File: src/rtl/maxpool_pkg.sv
// rtl/maxpool_pkg.sv - shared constants, FSM state type and window address helper
// Purpose: one place for the data width, map geometry and window pixel address math
//   used by the scheduler, its address generator, its interface and the pool unit.
// Ports: none (package).
package maxpool_pkg;
  localparam int DATA_W       = 22;
  localparam int IMG_W        = 16;
  localparam int IMG_H        = 16;
  localparam int WIN          = 4;
  localparam int NPIX         = WIN * WIN;
  localparam int ADDR_W       = 8;
  localparam int OADDR_W      = 4;
  localparam int POOL_TIMEOUT = 8;

  localparam int WX_N  = IMG_W / WIN;
  localparam int WY_N  = IMG_H / WIN;
  localparam int WX_W  = $clog2(WX_N);
  localparam int WY_W  = $clog2(WY_N);
  localparam int K_W   = $clog2(NPIX + 1);
  localparam int PIX_W = $clog2(NPIX);
  localparam int TO_W  = $clog2(POOL_TIMEOUT + 1);

  typedef enum logic [2:0] {IDLE, FETCH, POOL, WRITE, FIN} state_t;

  // Memory address of pixel k (row-major inside the window) of window (wx, wy).
  function automatic logic [ADDR_W-1:0] pix_addr(input logic [WX_W-1:0] wx,
                                                 input logic [WY_W-1:0] wy,
                                                 input logic [K_W-1:0]  k);
    int a;
    a = (int'(wy) * WIN + int'(k) / WIN) * IMG_W + int'(wx) * WIN + int'(k) % WIN;
    return ADDR_W'(a);
  endfunction
endpackage

File: src/rtl/maxpool_window_sched_if.sv
// rtl/maxpool_window_sched_if.sv - memory, pool unit and output buffer bus of the scheduler
// Purpose: bundles the input-memory read port, the pool unit handshake and the output
//   buffer write port.
// Ports (master = scheduler side):
//   rd_en/rd_addr out, rd_data in         input memory, data one cycle after rd_en
//   win_data/pool_en out, pool_done/pool_result in   pool unit
//   wr_en/wr_addr/wr_data out             output buffer
interface maxpool_window_sched_if;
  import maxpool_pkg::*;

  logic                     rd_en;
  logic [ADDR_W-1:0]        rd_addr;
  logic [DATA_W-1:0]        rd_data;
  logic [NPIX*DATA_W-1:0]   win_data;
  logic                     pool_en;
  logic                     pool_done;
  logic [DATA_W-1:0]        pool_result;
  logic                     wr_en;
  logic [OADDR_W-1:0]       wr_addr;
  logic [DATA_W-1:0]        wr_data;

  modport master (
    output rd_en, rd_addr, win_data, pool_en, wr_en, wr_addr, wr_data,
    input  rd_data, pool_done, pool_result
  );

  modport slave (
    input  rd_en, rd_addr, win_data, pool_en, wr_en, wr_addr, wr_data,
    output rd_data, pool_done, pool_result
  );
endinterface

File: src/rtl/maxpool_addr_gen.sv
// rtl/maxpool_addr_gen.sv - window and pixel counters with read/write address generation
// Purpose: tracks the current window (wx, wy) and the fetch pixel counter k, and derives
//   the input read address, the output write address and the last-window flag.
// Ports:
//   clk, rst_n        clock, synchronous active-low reset
//   init              restart at window (0,0), k=0
//   k_step, k_clr     advance / clear the fetch pixel counter
//   win_adv           move to the next window (row-major, wraps)
//   k                 fetch pixel counter (0..NPIX)
//   rd_addr, wr_addr  addresses for pixel k of the current window / its result slot
//   last_win          current window is the bottom-right one
module maxpool_addr_gen
  import maxpool_pkg::*;
(
  input  logic               clk,
  input  logic               rst_n,
  input  logic               init,
  input  logic               k_step,
  input  logic               k_clr,
  input  logic               win_adv,
  output logic [K_W-1:0]     k,
  output logic [ADDR_W-1:0]  rd_addr,
  output logic [OADDR_W-1:0] wr_addr,
  output logic               last_win
);
  logic [WX_W-1:0] wx;
  logic [WY_W-1:0] wy;
  logic            wx_max;
  logic            wy_max;

  assign wx_max = (wx == WX_W'(WX_N - 1));
  assign wy_max = (wy == WY_W'(WY_N - 1));

  always_ff @(posedge clk) begin
    if (!rst_n) begin
      wx <= '0;
      wy <= '0;
      k  <= '0;
    end else if (init) begin
      wx <= '0;
      wy <= '0;
      k  <= '0;
    end else begin
      if (k_clr)       k <= '0;
      else if (k_step) k <= k + K_W'(1);
      if (win_adv) begin
        if (wx_max) begin
          wx <= '0;
          wy <= wy_max ? '0 : wy + WY_W'(1);
        end else begin
          wx <= wx + WX_W'(1);
        end
      end
    end
  end

  assign rd_addr  = pix_addr(wx, wy, k);
  assign wr_addr  = OADDR_W'(int'(wy) * WX_N + int'(wx));
  assign last_win = wx_max && wy_max;
endmodule

File: src/rtl/maxpool_window_sched.sv
// rtl/maxpool_window_sched.sv - window fetch / pool / write sequencer for max pooling
// Purpose: walks the feature map window by window, loads 16 pixels into a register bank,
//   hands them to the pool unit and writes each pooled result to the output buffer.
// Ports:
//   clk, rst_n   clock, synchronous active-low reset
//   start        request to pool the whole map (only honoured in IDLE)
//   busy         run in progress
//   done         one-cycle pulse after the last window is written
//   err          sticky pool-unit timeout flag, cleared by the next accepted start
//   bus          master side of maxpool_window_sched_if
module maxpool_window_sched
  import maxpool_pkg::*;
(
  input  logic clk,
  input  logic rst_n,
  input  logic start,
  output logic busy,
  output logic done,
  output logic err,
  maxpool_window_sched_if.master bus
);
  state_t             state, state_nx;
  logic [K_W-1:0]     k;
  logic [ADDR_W-1:0]  addr_rd;
  logic [OADDR_W-1:0] addr_wr;
  logic               last_win;
  logic [DATA_W-1:0]  pix [NPIX];
  logic [DATA_W-1:0]  result;
  logic [TO_W-1:0]    pcnt;
  logic               err_q;
  logic [PIX_W-1:0]   cap_idx;
  logic               init, k_step, k_clr, win_adv;
  logic               rd_en, pool_en, wr_en;
  logic               pool_hit, pool_expire;
  logic [NPIX*DATA_W-1:0] win_flat;

  maxpool_addr_gen u_addr_gen (
    .clk      (clk),
    .rst_n    (rst_n),
    .init     (init),
    .k_step   (k_step),
    .k_clr    (k_clr),
    .win_adv  (win_adv),
    .k        (k),
    .rd_addr  (addr_rd),
    .wr_addr  (addr_wr),
    .last_win (last_win)
  );

  // The unit registers its inputs on the first pool_en cycle, so pool_done is only
  // trusted once pool_en has already been high for at least one cycle.
  assign pool_hit    = (state == POOL) && (pcnt != '0) && bus.pool_done;
  assign pool_expire = (state == POOL) && (pcnt == TO_W'(POOL_TIMEOUT - 1)) && !pool_hit;

  always_ff @(posedge clk) begin
    if (!rst_n) state <= IDLE;
    else        state <= state_nx;
  end

  always_comb begin
    state_nx = state;
    init     = 1'b0;
    k_step   = 1'b0;
    k_clr    = 1'b0;
    win_adv  = 1'b0;
    busy     = 1'b0;
    done     = 1'b0;
    rd_en    = 1'b0;
    pool_en  = 1'b0;
    wr_en    = 1'b0;
    case (state)
      IDLE: begin
        if (start) begin
          init     = 1'b1;
          state_nx = FETCH;
        end
      end
      FETCH: begin
        busy   = 1'b1;
        rd_en  = (k < K_W'(NPIX));
        k_step = 1'b1;
        if (k == K_W'(NPIX)) begin
          k_clr    = 1'b1;
          state_nx = POOL;
        end
      end
      POOL: begin
        busy    = 1'b1;
        pool_en = 1'b1;
        if (pool_hit)         state_nx = WRITE;
        else if (pool_expire) state_nx = IDLE;
      end
      WRITE: begin
        busy     = 1'b1;
        wr_en    = 1'b1;
        win_adv  = 1'b1;
        state_nx = last_win ? FIN : FETCH;
      end
      FIN: begin
        done     = 1'b1;
        state_nx = IDLE;
      end
      default: state_nx = IDLE;
    endcase
  end

  // Read data lags rd_en by one cycle, so fetch cycle k lands pixel k-1.
  assign cap_idx = PIX_W'(k - K_W'(1));

  always_ff @(posedge clk) begin
    if (!rst_n) begin
      for (int i = 0; i < NPIX; i++) pix[i] <= '0;
      result <= '0;
      pcnt   <= '0;
      err_q  <= 1'b0;
    end else begin
      if (state == FETCH && k != '0) pix[cap_idx] <= bus.rd_data;
      pcnt <= (state == POOL) ? pcnt + TO_W'(1) : '0;
      if (pool_hit) result <= bus.pool_result;
      if (state == IDLE && start) err_q <= 1'b0;
      else if (pool_expire)       err_q <= 1'b1;
    end
  end

  always_comb begin
    win_flat = '0;
    for (int i = 0; i < NPIX; i++) win_flat[i*DATA_W +: DATA_W] = pix[i];
  end

  assign err          = err_q;
  assign bus.rd_en    = rd_en;
  assign bus.rd_addr  = rd_en ? addr_rd : '0;
  assign bus.win_data = win_flat;
  assign bus.pool_en  = pool_en;
  assign bus.wr_en    = wr_en;
  assign bus.wr_addr  = wr_en ? addr_wr : '0;
  assign bus.wr_data  = result;
endmodule

File: src/flat_wrapper.sv
// flat-port wrapper written by rule: the top's interface ports become plain ports
module maxpool_window_sched_flat import maxpool_pkg::*;
  (clk, rst_n, start, busy, done, err, bus_rd_en, bus_rd_addr, bus_win_data, bus_pool_en, bus_wr_en, bus_wr_addr, bus_wr_data, bus_rd_data, bus_pool_done, bus_pool_result);
  maxpool_window_sched_if bus_i ();
  input  logic clk;
  input  logic rst_n;
  input  logic start;
  output logic busy;
  output logic done;
  output logic err;
  output wire logic [$bits(bus_i.rd_en)-1:0] bus_rd_en;
  output wire logic [$bits(bus_i.rd_addr)-1:0] bus_rd_addr;
  output wire logic [$bits(bus_i.win_data)-1:0] bus_win_data;
  output wire logic [$bits(bus_i.pool_en)-1:0] bus_pool_en;
  output wire logic [$bits(bus_i.wr_en)-1:0] bus_wr_en;
  output wire logic [$bits(bus_i.wr_addr)-1:0] bus_wr_addr;
  output wire logic [$bits(bus_i.wr_data)-1:0] bus_wr_data;
  input wire logic [$bits(bus_i.rd_data)-1:0] bus_rd_data;
  input wire logic [$bits(bus_i.pool_done)-1:0] bus_pool_done;
  input wire logic [$bits(bus_i.pool_result)-1:0] bus_pool_result;
  assign bus_rd_en = bus_i.rd_en;
  assign bus_rd_addr = bus_i.rd_addr;
  assign bus_win_data = bus_i.win_data;
  assign bus_pool_en = bus_i.pool_en;
  assign bus_wr_en = bus_i.wr_en;
  assign bus_wr_addr = bus_i.wr_addr;
  assign bus_wr_data = bus_i.wr_data;
  assign bus_i.rd_data = bus_rd_data;
  assign bus_i.pool_done = bus_pool_done;
  assign bus_i.pool_result = bus_pool_result;
  maxpool_window_sched u_core (.clk(clk), .rst_n(rst_n), .start(start), .busy(busy), .done(done), .err(err), .bus(bus_i));
endmodule
File: config.mk
export PLATFORM = sky130hd
export DESIGN_NAME = maxpool_window_sched_flat
export DESIGN_NICKNAME = d
export VERILOG_FILES = /design/src/rtl/maxpool_pkg.sv /design/src/rtl/maxpool_window_sched_if.sv /design/src/rtl/maxpool_addr_gen.sv /design/src/rtl/maxpool_window_sched.sv /design/src/flat_wrapper.sv
export SDC_FILE = /design/constraint.sdc
export NUM_CORES = 1
export LEC_CHECK = 0
export ABC_CLOCK_PERIOD_IN_PS = 7400
export BUFFER_PORTS_ARGS = -buffer_cell sky130_fd_sc_hd__buf_2
export CORE_UTILIZATION = 40
export DETAILED_ROUTE_END_ITERATION = 7
export SETUP_SLACK_MARGIN = 0.2
export SLEW_MARGIN = 20
export SYNTH_ARGS = -nofsm -noshare
export SYNTH_HDL_FRONTEND = slang
export SYNTH_HIERARCHICAL = 1
export SYNTH_SLANG_ARGS = --single-unit
export TNS_END_PERCENT = 30
File: constraint.sdc
create_clock -name clk -period 7.4 [get_ports clk]
set_input_delay 0.37 -clock clk [delete_from_list [all_inputs] [get_ports clk]]
set_output_delay 0.37 -clock clk [all_outputs]
set_load 0.1 [all_outputs]
==> impl_metrics.csv <==
group,metric,value,unit
synthesis,synth_area_leaders,"edfxtp_1 72%, nor2_1 8.7%, dfxtp_1 5.3%",
cts,clk_latency,540,ps
synthesis,synth-edff-count,352,
sta,fin_crit,3350,ps
floorplanning,rows,69,
worst_setup_path,criticalPathCategory,"reg -> reg",
placed_design,portBuffers,439,
cts,clockBufferDepth,3,
cts,cts_setup_buffers,0,
route,drt-total-wl,45000,um
hold_path,min_path_type,"in -> reg",
floorplanning,die_h,194,um
synthesis,synthFlopType,"edfxtp_1",
worst_setup_path,slowest_delay,660,ps
sta,setup_violations,0,
worst_setup_path,worstPathMaxFanout,47,
synthesis,syn-instance-count,1086,
worst_setup_path,worstPathRequired,7560,ps
grt,antenna_found_initial,0,
cts,htreeDepth,2,
cts,cts_resized,0,
synthesis,synth_seq_area_share,77.2,%
sta,rsz0062_at_grt,"false",
sta,tightest_slew,1060,ps
cells_and_area,area_growth,26.4,%
cts,cts.sinks,391,
power,power.density,282,nW/um2
sta,drv_slew,0,
floorplanning,die_w,194,um
sta,maxSlewHeadroom,29.4,%
synthesis,ys.warnings.count,6,
cts,cts_tree,"yes",
route,wl_met2,22300,um
route,drc,0,
job,cap_violations,0,
cts,clk_pin_slew,60,ps
placed_design,dp_hpwl,30800,um
synthesis,synth_area,14700,um2
sta,clock_skew,18.4,ps
worst_setup_path,path_cells,"nor3b_4 -> nand3_4 -> buf_4 -> o21ai_4",
sta,fin_setup_tns,0,ps
cts,cts_made_buffers,42,
floorplanning,top_level_ports,440,
route,num_vias,10059,
cells_and_area,layout-drive-gt1-share,35.3,%
cells_and_area,stdcell_area,18600,um2
power,power.leakage,7.54,nW
floorplanning,die_area,37500,um2
route,final_antenna_net_count,0,
synthesis,synth.avg_cell_area,13.5,um2
cells_and_area,multi_input_area,2960,um2
route,drt_iter0_markers,727,
route,avgViaCountPerCell,5.01,
cts,hold_buffers,0,
placed_design,postPlaceCellArea,17200,um2
cells_and_area,fillers,3143,
power,irDropWorstVdd,0.148,mV
grt,grtUsageTotal,23.6,%
synthesis,synth_top_area_share,71.9,%
sta,post-route-period-util,45.3,%
sta,fmax,298,MHz
route,route.met3.wl,4000,um
synthesis,yosysTopAreaCell,"edfxtp_1",
cells_and_area,nets,1571,
cells_and_area,register_area,11400,um2
worst_setup_path,cp.arrival,3510,ps
cts,root_buffer,"clkbuf_16",
power,total_power,5.24,mW
sta,finalHoldViolations,0,
placed_design,gp_congestion,0.816,
worst_setup_path,critPathSlowestCell,"o21ai_4",
worst_setup_path,r2r_slack,4050,ps
synthesis,synth_seq_cells,391,
route,first_pass_iters,5,
worst_setup_path,end_kind,"flop",
route,wl_met1,17500,um
synthesis,synthArstFlopShare,0,%
floorplanning,coreArea,35800,um2
grt,grt_max_degree,58,
route,top_layer,"met4",
grt,globalRouteOverflowTotal,0,
synthesis,syn_nets,1140,
route,wire_per_inst,22.4,um
worst_setup_path,crit_path_start_kind,"flop",
grt,first_global_vias,9811,
synthesis,ys_types,45,
run_status,status,"complete, no violations",
floorplanning,start_util,41.0,%
grt,grt_first_pass_wirelength,64700,um
-- per-layer routing --
layer  global-route usage (%)  vias to the layer above
met5                        0                        -
met4                     7.20                        0
met3                     6.66                       79
met2                     40.4                      475
met1                     29.0                     4885
li1                         -                     4620
-- path summary, 6_finish.rpt --
path	start	cells past startpoint	to
max	u_core/state[0]$_SDFFE_PN0P_	4	u_core/pix[14][14]$_SDFFCE_PN0P_
min	bus_pool_result[10]	3	u_core/bus.wr_data[10]$_SDFFE_PN0P_
min reg2reg	u_core/bus.wr_data[19]$_SDFFE_PN0P_	2	u_core/bus.wr_data[19]$_SDFFE_PN0P_
max reg2reg	u_core/state[0]$_SDFFE_PN0P_	4	u_core/pix[14][14]$_SDFFCE_PN0P_
-- cell families after synthesis --
group / after synthesis / share of synthesized area (%)
simple gates: 554 / 16.2
compound gates: 50 / 2.05
flops: 391 / 77.2
xor+xnor: 4 / 0.238
buf+inv: 77 / 3.57
mux: 4 / 0.289
fa+ha+maj: 6 / 0.511
-- cell usage in the layout, fill, tap and decap left out, types with 4 or more instances in the layout --
| cell type | netlist | layout |
|---|---|---|
| buf_4 | 9 | 20 |
| and2_1 | 14 | 14 |
| nand3b_1 | 5 | 5 |
| edfxtp_1 | 352 | 352 |
| a21oi_1 | 5 | 5 |
| nand2b_1 | 4 | 4 |
| ha_1 | 6 | 6 |
| buf_2 | 13 | 438 |
| nor2_1 | 340 | 339 |
| o21ai_2 | 0 | 10 |
| and3_1 | 25 | 25 |
| nand2_1 | 112 | 112 |
| clkinv_1 | 0 | 12 |
| clkbuf_1 | 23 | 6 |
| o21ai_0 | 33 | 21 |
| clkbuf_16 | 0 | 43 |
| nand3_1 | 27 | 26 |
| dfxtp_1 | 39 | 39 |
| clkinv_2 | 0 | 8 |
-- metrics by stage --
step	hold slack [ps]	util, %	std cells	setup slack (ps)
final	79.8	51.9	2009	4050
after global placement	443	48.1	1931	3880
after detailed placement	448	48.1	1933	3770
after floorplan	430	-	1086	4190
after global routing	68.6	51.9	2008	3840
after CTS	65.2	51.8	2007	3770
-- flip-flops by register name, summed over array words and instances (netlist names) --
| register | count |
|---|---|
| u_core/pcnt | 4 |
| u_core/u_addr_gen/wx | 2 |
| u_core/u_addr_gen/k | 5 |
| u_core/bus.wr_data | 22 |
| u_core/state | 3 |
| u_core/u_addr_gen/wy | 2 |
| u_core/err | 1 |
| u_core/pix | 352 |
-- cell usage after synthesis (all sizes together) (2+ instances only) --
| cell | n |
|---|---|
| xnor2 | 2 |
| or3b | 3 |
| nand3 | 27 |
| nand3b | 5 |
| a21oi | 6 |
| a21bo | 3 |
| nor2 | 340 |
| edfxtp | 352 |
| nor3b | 4 |
| clkbuf | 27 |
| o21ai | 36 |
| and3 | 26 |
| nand4 | 2 |
| and2 | 14 |
| o31ai | 3 |
| nor2b | 2 |
| and3b | 3 |
| mux2i | 2 |
| nor4b | 3 |
| ha | 6 |
| buf | 47 |
| inv | 3 |
| nand2 | 113 |
| dfxtp | 39 |
| nor4bb | 2 |
| nand2b | 4 |
| xor2 | 2 |
| mux2 | 2 |
-- area by class of cell --
class	instances	area share [%]
Inverter	3	0.0606
Clock inverter	25	1.12
Antenna cell	1	0.0135
Tap cell	461	3.10
Multi-Input combinational cell	618	15.9
Timing Repair Buffer	461	12.8
Sequential cell	391	61.1
Clock buffer	49	5.91
-- report_power, final --
group	internal (mW)	switching (mW)
Sequential	2.47	0.0256
Combinational	0.0743	0.680
Clock	1.16	0.829
-- worst max-delay path, delay by kind of cell (launching register included) --
family	cells	cell delay, ps
AO/OA/AOI/OAI	1	660
buffers and inverters	1	540
flip-flops	1	530
AND/OR/NAND/NOR	2	1200
No activity file was read; power rests on OpenSTA's default activity.
